`src/rtl/round_arbiter_if.sv`:
```
// round_arbiter_if: requester/result bundle for round_arbiter.
//   slave  modport - the arbiter: samples req_valid/req_mag/out_ready,
//                    drives req_ready/out_valid/out_data/out_chan/xfer_cnt.
//   master modport - the environment side (producers + downstream stage).
// req_mag is flattened: requester i lives at [17*i+16 : 17*i].
interface round_arbiter_if #(
  parameter int NREQ = 4
);
  localparam int CW = $clog2(NREQ);

  logic [NREQ-1:0]    req_valid;
  logic [17*NREQ-1:0] req_mag;
  logic [NREQ-1:0]    req_ready;
  logic               out_valid;
  logic [12:0]        out_data;
  logic [CW-1:0]      out_chan;
  logic               out_ready;
  logic [15:0]        xfer_cnt;

  modport slave (
    input  req_valid, req_mag, out_ready,
    output req_ready, out_valid, out_data, out_chan, xfer_cnt
  );

  modport master (
    output req_valid, req_mag, out_ready,
    input  req_ready, out_valid, out_data, out_chan, xfer_cnt
  );
endinterface

```
`src/rtl/round_arbiter.sv`:
```
// round_arbiter: round-robin share of one 17->13 bit rounding stage among
// NREQ requesters. One grant per cycle, result registered with its source
// channel index, single-entry output buffer with valid/ready drain.
//
// Ports:
//   clk    - rising-edge clock
//   reset  - synchronous, active-high
//   bus    - round_arbiter_if.slave (req_valid/req_mag/req_ready in,
//            out_valid/out_data/out_chan/out_ready out, xfer_cnt)
//
// Build option:
//   ROUND_SAT_EN - when defined, the single overflowing input
//                  (mag[16:4]=1FFF, mag[3]=1) saturates to 13'h1FFF instead
//                  of wrapping to 0.

// Per-lane rounder: drop 4 LSBs, round half up. Every lane rounds its own
// magnitude in parallel; the grant just picks one lane's result, so the
// mag->register path is a mux after a short adder.
module round_lane (
  input  logic [16:0] mag,
  output logic [12:0] rnd
);
`ifdef ROUND_SAT_EN
  logic [13:0] sum;
  assign sum = {1'b0, mag[16:4]} + {13'b0, mag[3]};
  assign rnd = sum[13] ? 13'h1FFF : sum[12:0];
`else
  // Plain 13-bit add: 1FFF + 1 wraps to 0.
  assign rnd = mag[16:4] + {12'b0, mag[3]};
`endif
endmodule

module round_arbiter #(
  parameter int NREQ = 4
) (
  input  logic           clk,
  input  logic           reset,
  round_arbiter_if.slave bus
);
  localparam int CW = $clog2(NREQ);

  typedef enum logic {EMPTY = 1'b0, FULL = 1'b1} state_t;

  typedef struct packed {
    logic [12:0]   data;
    logic [CW-1:0] chan;
  } resp_t;

  // (p + k) mod NREQ without relying on NREQ being a power of two.
  function automatic logic [CW-1:0] rot(input logic [CW-1:0] p, input int k);
    int s;
    s = int'(p) + k;
    if (s >= NREQ) s = s - NREQ;
    return CW'(s);
  endfunction

  state_t                   state;
  resp_t                    resp_q;
  logic [CW-1:0]            ptr;
  logic [15:0]              cnt;

  logic [NREQ-1:0][16:0]    mag_arr;
  logic [NREQ-1:0][12:0]    rnd_arr;
  logic                     hit;
  logic [CW-1:0]            gidx;
  logic                     can_load;
  logic [NREQ-1:0]          gnt;
  logic                     xfer;
  logic                     drain;

  assign mag_arr = bus.req_mag;

  for (genvar i = 0; i < NREQ; i++) begin : g_lane
    round_lane u_lane (
      .mag (mag_arr[i]),
      .rnd (rnd_arr[i])
    );
  end

  // Rotating priority search starting at ptr. Walking from the far end
  // back to ptr lets the last hit (closest to ptr) win without a found flag.
  always_comb begin
    hit  = 1'b0;
    gidx = '0;
    for (int k = NREQ - 1; k >= 0; k--) begin
      if (bus.req_valid[rot(ptr, k)]) begin
        hit  = 1'b1;
        gidx = rot(ptr, k);
      end
    end
  end

  // out_ready only matters while holding a result.
  assign can_load = (state == EMPTY) || bus.out_ready;
  assign gnt      = hit ? (NREQ'(1) << gidx) : '0;
  assign xfer     = !reset && can_load && hit;
  assign drain    = (state == FULL) && bus.out_ready;

  assign bus.req_ready = xfer ? gnt : '0;

  // Single-entry output buffer. The state register is the valid bit; a
  // drain and a load on the same edge just overwrite the entry (no bubble).
  always_ff @(posedge clk) begin
    if (reset) begin
      state  <= EMPTY;
      resp_q <= '0;
      ptr    <= '0;
      cnt    <= '0;
    end else begin
      if (drain) cnt <= cnt + 16'd1;

      if (xfer) begin
        resp_q.data <= rnd_arr[gidx];
        resp_q.chan <= gidx;
        ptr         <= rot(gidx, 1);
      end

      case (state)
        EMPTY: if (xfer) state <= FULL;
        FULL:  if (bus.out_ready && !xfer) state <= EMPTY;
        default: state <= EMPTY;
      endcase
    end
  end

  assign bus.out_valid = (state == FULL);
  assign bus.out_data  = resp_q.data;
  assign bus.out_chan  = resp_q.chan;
  assign bus.xfer_cnt  = cnt;
endmodule
```
`src/flat_wrapper.sv`:
```
// flat-port wrapper written by rule: the top's interface ports become plain ports
module round_arbiter_flat 
#(
  parameter int NREQ = 4
)
  (clk, reset, bus_req_valid, bus_req_mag, bus_out_ready, bus_req_ready, bus_out_valid, bus_out_data, bus_out_chan, bus_xfer_cnt);
  round_arbiter_if #(.NREQ(NREQ)) bus_i ();
  input  logic clk;
  input  logic reset;
  input wire logic [$bits(bus_i.req_valid)-1:0] bus_req_valid;
  input wire logic [$bits(bus_i.req_mag)-1:0] bus_req_mag;
  input wire logic [$bits(bus_i.out_ready)-1:0] bus_out_ready;
  output wire logic [$bits(bus_i.req_ready)-1:0] bus_req_ready;
  output wire logic [$bits(bus_i.out_valid)-1:0] bus_out_valid;
  output wire logic [$bits(bus_i.out_data)-1:0] bus_out_data;
  output wire logic [$bits(bus_i.out_chan)-1:0] bus_out_chan;
  output wire logic [$bits(bus_i.xfer_cnt)-1:0] bus_xfer_cnt;
  assign bus_i.req_valid = bus_req_valid;
  assign bus_i.req_mag = bus_req_mag;
  assign bus_i.out_ready = bus_out_ready;
  assign bus_req_ready = bus_i.req_ready;
  assign bus_out_valid = bus_i.out_valid;
  assign bus_out_data = bus_i.out_data;
  assign bus_out_chan = bus_i.out_chan;
  assign bus_xfer_cnt = bus_i.xfer_cnt;
  round_arbiter #(.NREQ(NREQ)) u_core (.clk(clk), .reset(reset), .bus(bus_i));
endmodule
```
`config.mk`:
```
export PLATFORM = sky130hd
export DESIGN_NAME = round_arbiter_flat
export DESIGN_NICKNAME = d
export VERILOG_FILES = /design/src/rtl/round_arbiter_if.sv /design/src/rtl/round_arbiter.sv /design/src/flat_wrapper.sv
export SDC_FILE = /design/constraint.sdc
export NUM_CORES = 1
export LEC_CHECK = 0
export CORE_MARGIN = 2
export CORE_UTILIZATION = 44
export CTS_BUF_LIST = sky130_fd_sc_hd__clkbuf_8 sky130_fd_sc_hd__clkbuf_16
export DETAILED_ROUTE_END_ITERATION = 7
export PLACE_DENSITY = 0.89
export SLEW_MARGIN = 30
export SYNTH_ARGS = -nofsm -noshare
export SYNTH_HDL_FRONTEND = slang
export SYNTH_HIERARCHICAL = 1
export SYNTH_SLANG_ARGS = --single-unit
export TNS_END_PERCENT = 50
```
`constraint.sdc`:
```
create_clock -name clk -period 2 [get_ports clk]
set_input_delay 0.4 -clock clk [delete_from_list [all_inputs] [get_ports clk]]
set_output_delay 0.4 -clock clk [all_outputs]
set_load 0.03 [all_outputs]
```
### Yosys cells after proc, flatten, opt, wreduce, memory -nomap -nowiden

Index checks and enable logic that the tools add are counted.

* output and inout bits: 36
* logic and storage cells: 66
* memory bits (read-only): 0
* bits of input ports: 75
* latch bits: 0
* bits in writable memories: 0
* flip-flop bits (word level): 34
* memories: 0

* divide/modulo/power cells: 0
* shifts and indexed selects: 1
* $lt $le $gt $ge: 10
* bitwise gates (word level): 1
* multiply operators: 0
* equality and inequality tests: 0
* add/sub/neg operators: 14
* reductions and logical operators: 7
* muxes and demuxes: 28

Operator list (number)
* adder 13 x 1 -> 13 bit: 4
* binary-select mux 13 bit (select 2 bit): 1
* two-way mux 2 bit: 9
* adder 16 x 1 -> 16 bit (second input constant): 1
* less-than comparator 2 x 3 -> 1 bit (second input constant): 5
* two-way mux 13 bit: 1
* >= comparator 3 bit (second input constant): 4
* two-way mux 1 bit: 10
* subtractor 2 x 1 -> 2 bit (second input constant): 5
* binary-select mux 1 bit (select 2 bit): 4
* two-way mux 4 bit: 2
* adder 2 x 1 -> 3 bit (second input constant): 2
* adder 2 x 2 -> 3 bit (second input constant): 2
* logical AND 1 bit: 4
* << shifter 1 x 2 -> 4 bit (first input constant): 1
* >= comparator 2 x 3 -> 1 bit (second input constant): 1
* logical NOT 1 bit: 2
* case mux 1 bit (2 select lines): 1
* logical OR 1 bit: 1
* NOT 1 bit: 1

### Depth between registers and ports, before layout

* depth in word-level cells: 14
* gate-level depth with buffers: 7
* gate-level depth less buffers: 7

### By module

The synthesis kept the hierarchy.

By module, submodules not included
* round_arbiter: cells each 192, seq. area each 680.7 um^2, area an instance 1798.0 um^2, instances 1
* round_lane (u_core.g_lane[0].u_lane ...): cells each 31, seq. area each 0.0 um^2, area an instance 249.0 um^2, instances 2
* round_lane (u_core.g_lane[2].u_lane ...): cells each 31, seq. area each 0.0 um^2, area an instance 237.7 um^2, instances 2

### Worst setup path after synthesis

No wires, ideal clock.

* path kind: register to output
* start: reg u_core.state, in the netlist u_core/bus.out_valid
* end: out bus_req_ready[0]
* setup slack: -0.377 ns
* arrival: 1.977 ns
* required time: 1.600 ns
* cell stages (with the launch flop): 7
* path buffers: 3
* cell sequence: dfxtp_1 clkbuf_1 a21oi_2 or3b_1 buf_6 buf_8 nor2_1

* cells in the longest elaborated chain, start to end: 5

RTL lines
* from (decl): RTL line round_arbiter.sv:57 `state_t state;`
* from (signal assigned): RTL line round_arbiter.sv:105 `state <= EMPTY;`
* from (signal assigned): RTL line round_arbiter.sv:119 `EMPTY: if (xfer) state <= FULL;`
* from (signal assigned): RTL line round_arbiter.sv:120 `FULL: if (bus.out_ready && !xfer) state <= EMPTY;`
* NOT 1 bit: RTL line round_arbiter.sv:94 `assign can_load = (state == EMPTY) || bus.out_ready;`
* logical OR 1 bit: RTL line round_arbiter.sv:94
* logical AND 1 bit (2 in series): RTL line round_arbiter.sv:96 `assign xfer = !reset && can_load && hit;`
* two-way mux 4 bit: RTL line round_arbiter.sv:99 `assign bus.req_ready = xfer ? gnt : '0;`
* to (decl): RTL line flat_wrapper.sv:13 `output wire logic [$bits(bus_i.req_ready)-1:0] bus_req_ready;`

Every way passes these cells.

### Worst setup path in the final report

* start: reg u_core.ptr[1]
* end: out bus_req_ready[2]

* cells in the longest elaborated chain, start to end: 12
* elaborated cells between the ends (all ways): 35
* those cells by class: 7 x add/sub; 4 x order compare; 1 x shift; 22 x mux; 1 x reduce/logical

RTL lines
* from (decl): RTL line round_arbiter.sv:59 `logic [CW-1:0] ptr;`
* from (signal assigned): RTL line round_arbiter.sv:115 `ptr <= rot(gidx, 1);`
* adder 2 x 2 -> 3 bit: RTL line round_arbiter.sv:52 `s = int'(p) + k;`
* >= comparator 3 bit / subtractor 2 x 1 -> 2 bit (equally long branches): RTL line round_arbiter.sv:53 `if (s >= NREQ) s = s - NREQ;`
* two-way mux 2 bit: RTL line round_arbiter.sv:53
* binary-select mux 1 bit (select 2 bit): RTL line round_arbiter.sv:86 `if (bus.req_valid[rot(ptr, k)]) begin`
* two-way mux 1 bit (implied by the code): RTL line round_arbiter.sv:86
* two-way mux 2 bit (4 in series): RTL line round_arbiter.sv:86
* << shifter 1 x 2 -> 4 bit: RTL line round_arbiter.sv:95 `assign gnt = hit ? (NREQ'(1) << gidx) : '0;`
* two-way mux 4 bit: RTL line round_arbiter.sv:95
* two-way mux 4 bit (*): RTL line round_arbiter.sv:99

Mark *: on every way between the ends. The rest lies on a longest branch, timed or not. The select of a mux whose other input is x is not followed.

==> impl_metrics.py <==
metrics = {
    "status": {
        "status": "finished with violations",
        "violations": "setup timing",
    },
    "sta": {
        "finalClockSkew_ns": 0.00354,
        "fin_ws_ns": -0.175,
        "hold_viol": 0,
        "fmax_mhz": 460,
        "fin_crit_ns": 2.18,
        "slew_violations": 0,
        "finalCritPeriodShare_pct": 109,
        "whs_ns": 0.473,
        "rsz0062_at_grt": "true",
        "relSlewSlack_pct": 75.5,
        "tightest_slew_ns": 0.365,
        "finalSetupViolCount": 4,
    },
    "finish": {
        "seq_area_um2": 687,
        "finalNetCount": 548,
        "final_core_util_pct": 73.7,
        "post-route-cell-area_mm2": 0.00442,
        "multi_input_area_mm2": 0.00207,
        "antennaDiodeCount": 0,
        "fill_cells": 403,
        "final_layout_size_suffix_gt1_share_pct": 24.1,
        "area_growth_pct": 59.3,
    },
    "synthesis": {
        "yosysMostFrequentCell": "nand2_1",
        "synthArstFlopShare_pct": 0,
        "synth_seq_area_share_pct": 24.6,
        "synthTopCellsByArea": "dfxtp_1 (25%), mux2i_1 (10%), xnor2_1 (9.8%)",
        "yosysWarnings": 6,
        "synthesis.area_mm2": 0.00277,
        "synth-main-ff-cell": "dfxtp_1",
        "synth_nets": 400,
        "post-synth-top-area-fraction_pct": 24.6,
        "synth_seq_cells": 34,
        "avgSynthCellArea_um2": 8.77,
        "synth_cells": 316,
        "yosysUniqueCellTypes": 40,
        "synth_top_area_cell": "dfxtp_1",
        "synth_commonest_cells": "nand2_1 (38), dfxtp_1 (34), nor2_1 (32), xnor2_1 (31), xor2_1 (29)",
        "synth_edf_count": 0,
    },
    "die": {
        "die_h_um": 83.4,
        "die_w_um": 83.4,
        "core_area_mm2": 0.00599,
        "fp-row-count": 28,
        "initial_core_util_pct": 46.3,
        "dieArea_mm2": 0.00695,
        "ios": 111,
    },
    "critical_path": {
        "worst-r2r-setup-slack_ns": 0.10,
        "crit_type": "reg -> out",
        "worstSetupStartpointType": "flop",
        "required_ns": 1.60,
        "cp_max_fo": 3,
        "cp_data_arrival_time_ns": 1.78,
        "endpoint_kind": "output pin",
    },
    "clock_network": {
        "htreeDepth": 2,
        "cts_root_buf": "clkbuf_8",
        "cts_tree": "done",
        "cts_buffer_depth": 2,
        "cts_buffers": 5,
        "path_clk_slew_ns": 0.07,
        "postCtsHoldBufs": 0,
        "clk_latency_ns": 0.29,
        "cts.sinks": 34,
    },
    "place": {
        "portBuffers": 98,
        "gp_congestion": 0.905,
        "dpl_cell_area_mm2": 0.00419,
        "place_hpwl_mm": 6.78,
    },
    "routing": {
        "vias": 2960,
        "drtPass1Iterations": 4,
        "ant_nets": 0,
        "vias_per_cell": 5.48,
        "drt_wl_total_mm": 8.50,
        "avgRoutedWirePerCell_um": 15.7,
        "route.detailed.drc": 0,
        "drt_iter0_markers": 122,
    },
    "power": {
        "cellPowerDensity_mw_per_mm2": 551,
        "p_leak_nw": 1.74,
        "peakVddDrop_mv": 0.425,
        "total_power_mw": 2.43,
    },
    "grt": {
        "grt_max_degree": 16,
        "grt_remaining_overflow": 0,
        "grt_util_all_layers_pct": 24.1,
        "antenna_found_initial": 0,
        "grt_pass1_wl_mm": 13.6,
        "grt_pass1_vias": 3029,
    },
    "flow_run": {
        "maxCapViolations": 0,
    },
    "min_path": {
        "min-delay-path-class": "reg -> reg",
    },
}
worst paths after layout:
path | startpoint | end | cells after the start
min | u_core/bus.out_data[10]$_SDFFE_PP0P_ | u_core/bus.out_data[10]$_SDFFE_PP0P_ | 2
max reg2reg | u_core/ptr[0]$_SDFFE_PP0P_ | u_core/bus.out_data[7]$_SDFFE_PP0P_ | 6
max | u_core/ptr[1]$_SDFFE_PP0P_ | bus_req_ready[2] | 7
min reg2reg | u_core/bus.out_data[10]$_SDFFE_PP0P_ | u_core/bus.out_data[10]$_SDFFE_PP0P_ | 2
timing repair:
| item | 4_1_cts | 5_1_grt |
|---|---|---|
| gates cloned | 1 | 0 |
| endpoints found under the setup margin | 17 | 8 |
| setup buffers | 2 | 2 |
| pin swaps | 7 | 4 |
| gates resized for setup | 24 | 6 |
| hold endpoints to repair | 0 | 0 |
routing by layer:
| layer | GRT usage [%] | share of wire (%) | vias up | wire (um) |
|---|---|---|---|---|
| met4 | 7.45 | 1.9 | 0 | 163 |
| met5 | 0 | 0 | - | 0 |
| met1 | 24.6 | 38 | 1400 | 3220 |
| met3 | 7.65 | 7.4 | 17 | 629 |
| li1 | - | - | 1429 | - |
| met2 | 46.2 | 53 | 114 | 4480 |
metrics by stage:
stage | instances | worst slack (ns) | setup TNS, ns
3_3_place_gp | 527 | -0.550 | -7.11
2_1_floorplan | 316 | -0.0338 | -0.0449
3_5_place_dp | 527 | -0.613 | -8.36
5_1_grt | 540 | -0.272 | -1.06
6_report | 540 | -0.175 | -0.588
4_1_cts | 538 | -0.193 | -0.594
worst max-delay path, stage by stage, from the launching register on:
cell      delay, ns
dfxtp_2        0.32
a21o_1         0.16
a21oi_2        0.11
o22a_1         0.20
buf_6          0.11
nand3b_1       0.22
nor2_2         0.21
buf_12         0.14
registers in the layout, indices dropped and copies added, names as in the netlist:
name	flops
u_core/bus.out_chan	2
u_core/bus.out_data	13
u_core/bus.out_valid	1
u_core/bus.xfer_cnt	16
u_core/ptr	2
power breakdown:
group	internal (mW)	switching (mW)
clock network	0.371	0.286
registers	0.736	0.0389
logic	0.507	0.496
total	1.61	0.821
kinds of logic (layout without fill, tap and decap cells):
kind of cell | count (synthesis) | after routing | synth area share, %
buffers and inverters | 19 | 168 | 3.93
adder cells (fa/ha/maj) | 9 | 9 | 4.06
multiplexers | 28 | 28 | 10.1
XOR/XNOR | 60 | 60 | 19.0
AO/OA/AOI/OAI | 24 | 24 | 9.12
flip-flops | 34 | 34 | 24.6
AND/OR/NAND/NOR | 142 | 142 | 29.3
placed cells by master, fill, tap and decap left out, drive strengths merged, types with 10 or more instances in the layout:
master and n:
clkdlybuf4s50 89, buf 58, nand2 38, dfxtp 34
nor2 32, xnor2 31, xor2 29, mux2i 28
nand3 22, o221ai 14, nand4 13, nor3 10
cell type report:
cell class / count / share of cell area (%)
Clock buffer: 5 / 1.56
Clock inverter: 3 / 1.02
Inverter: 9 / 0.765
Multi-Input combinational cell: 263 / 46.8
Sequential cell: 34 / 15.6
Tap cell: 75 / 2.13
Timing Repair Buffer: 151 / 32.2
No activity file was read; power rests on OpenSTA's default activity.
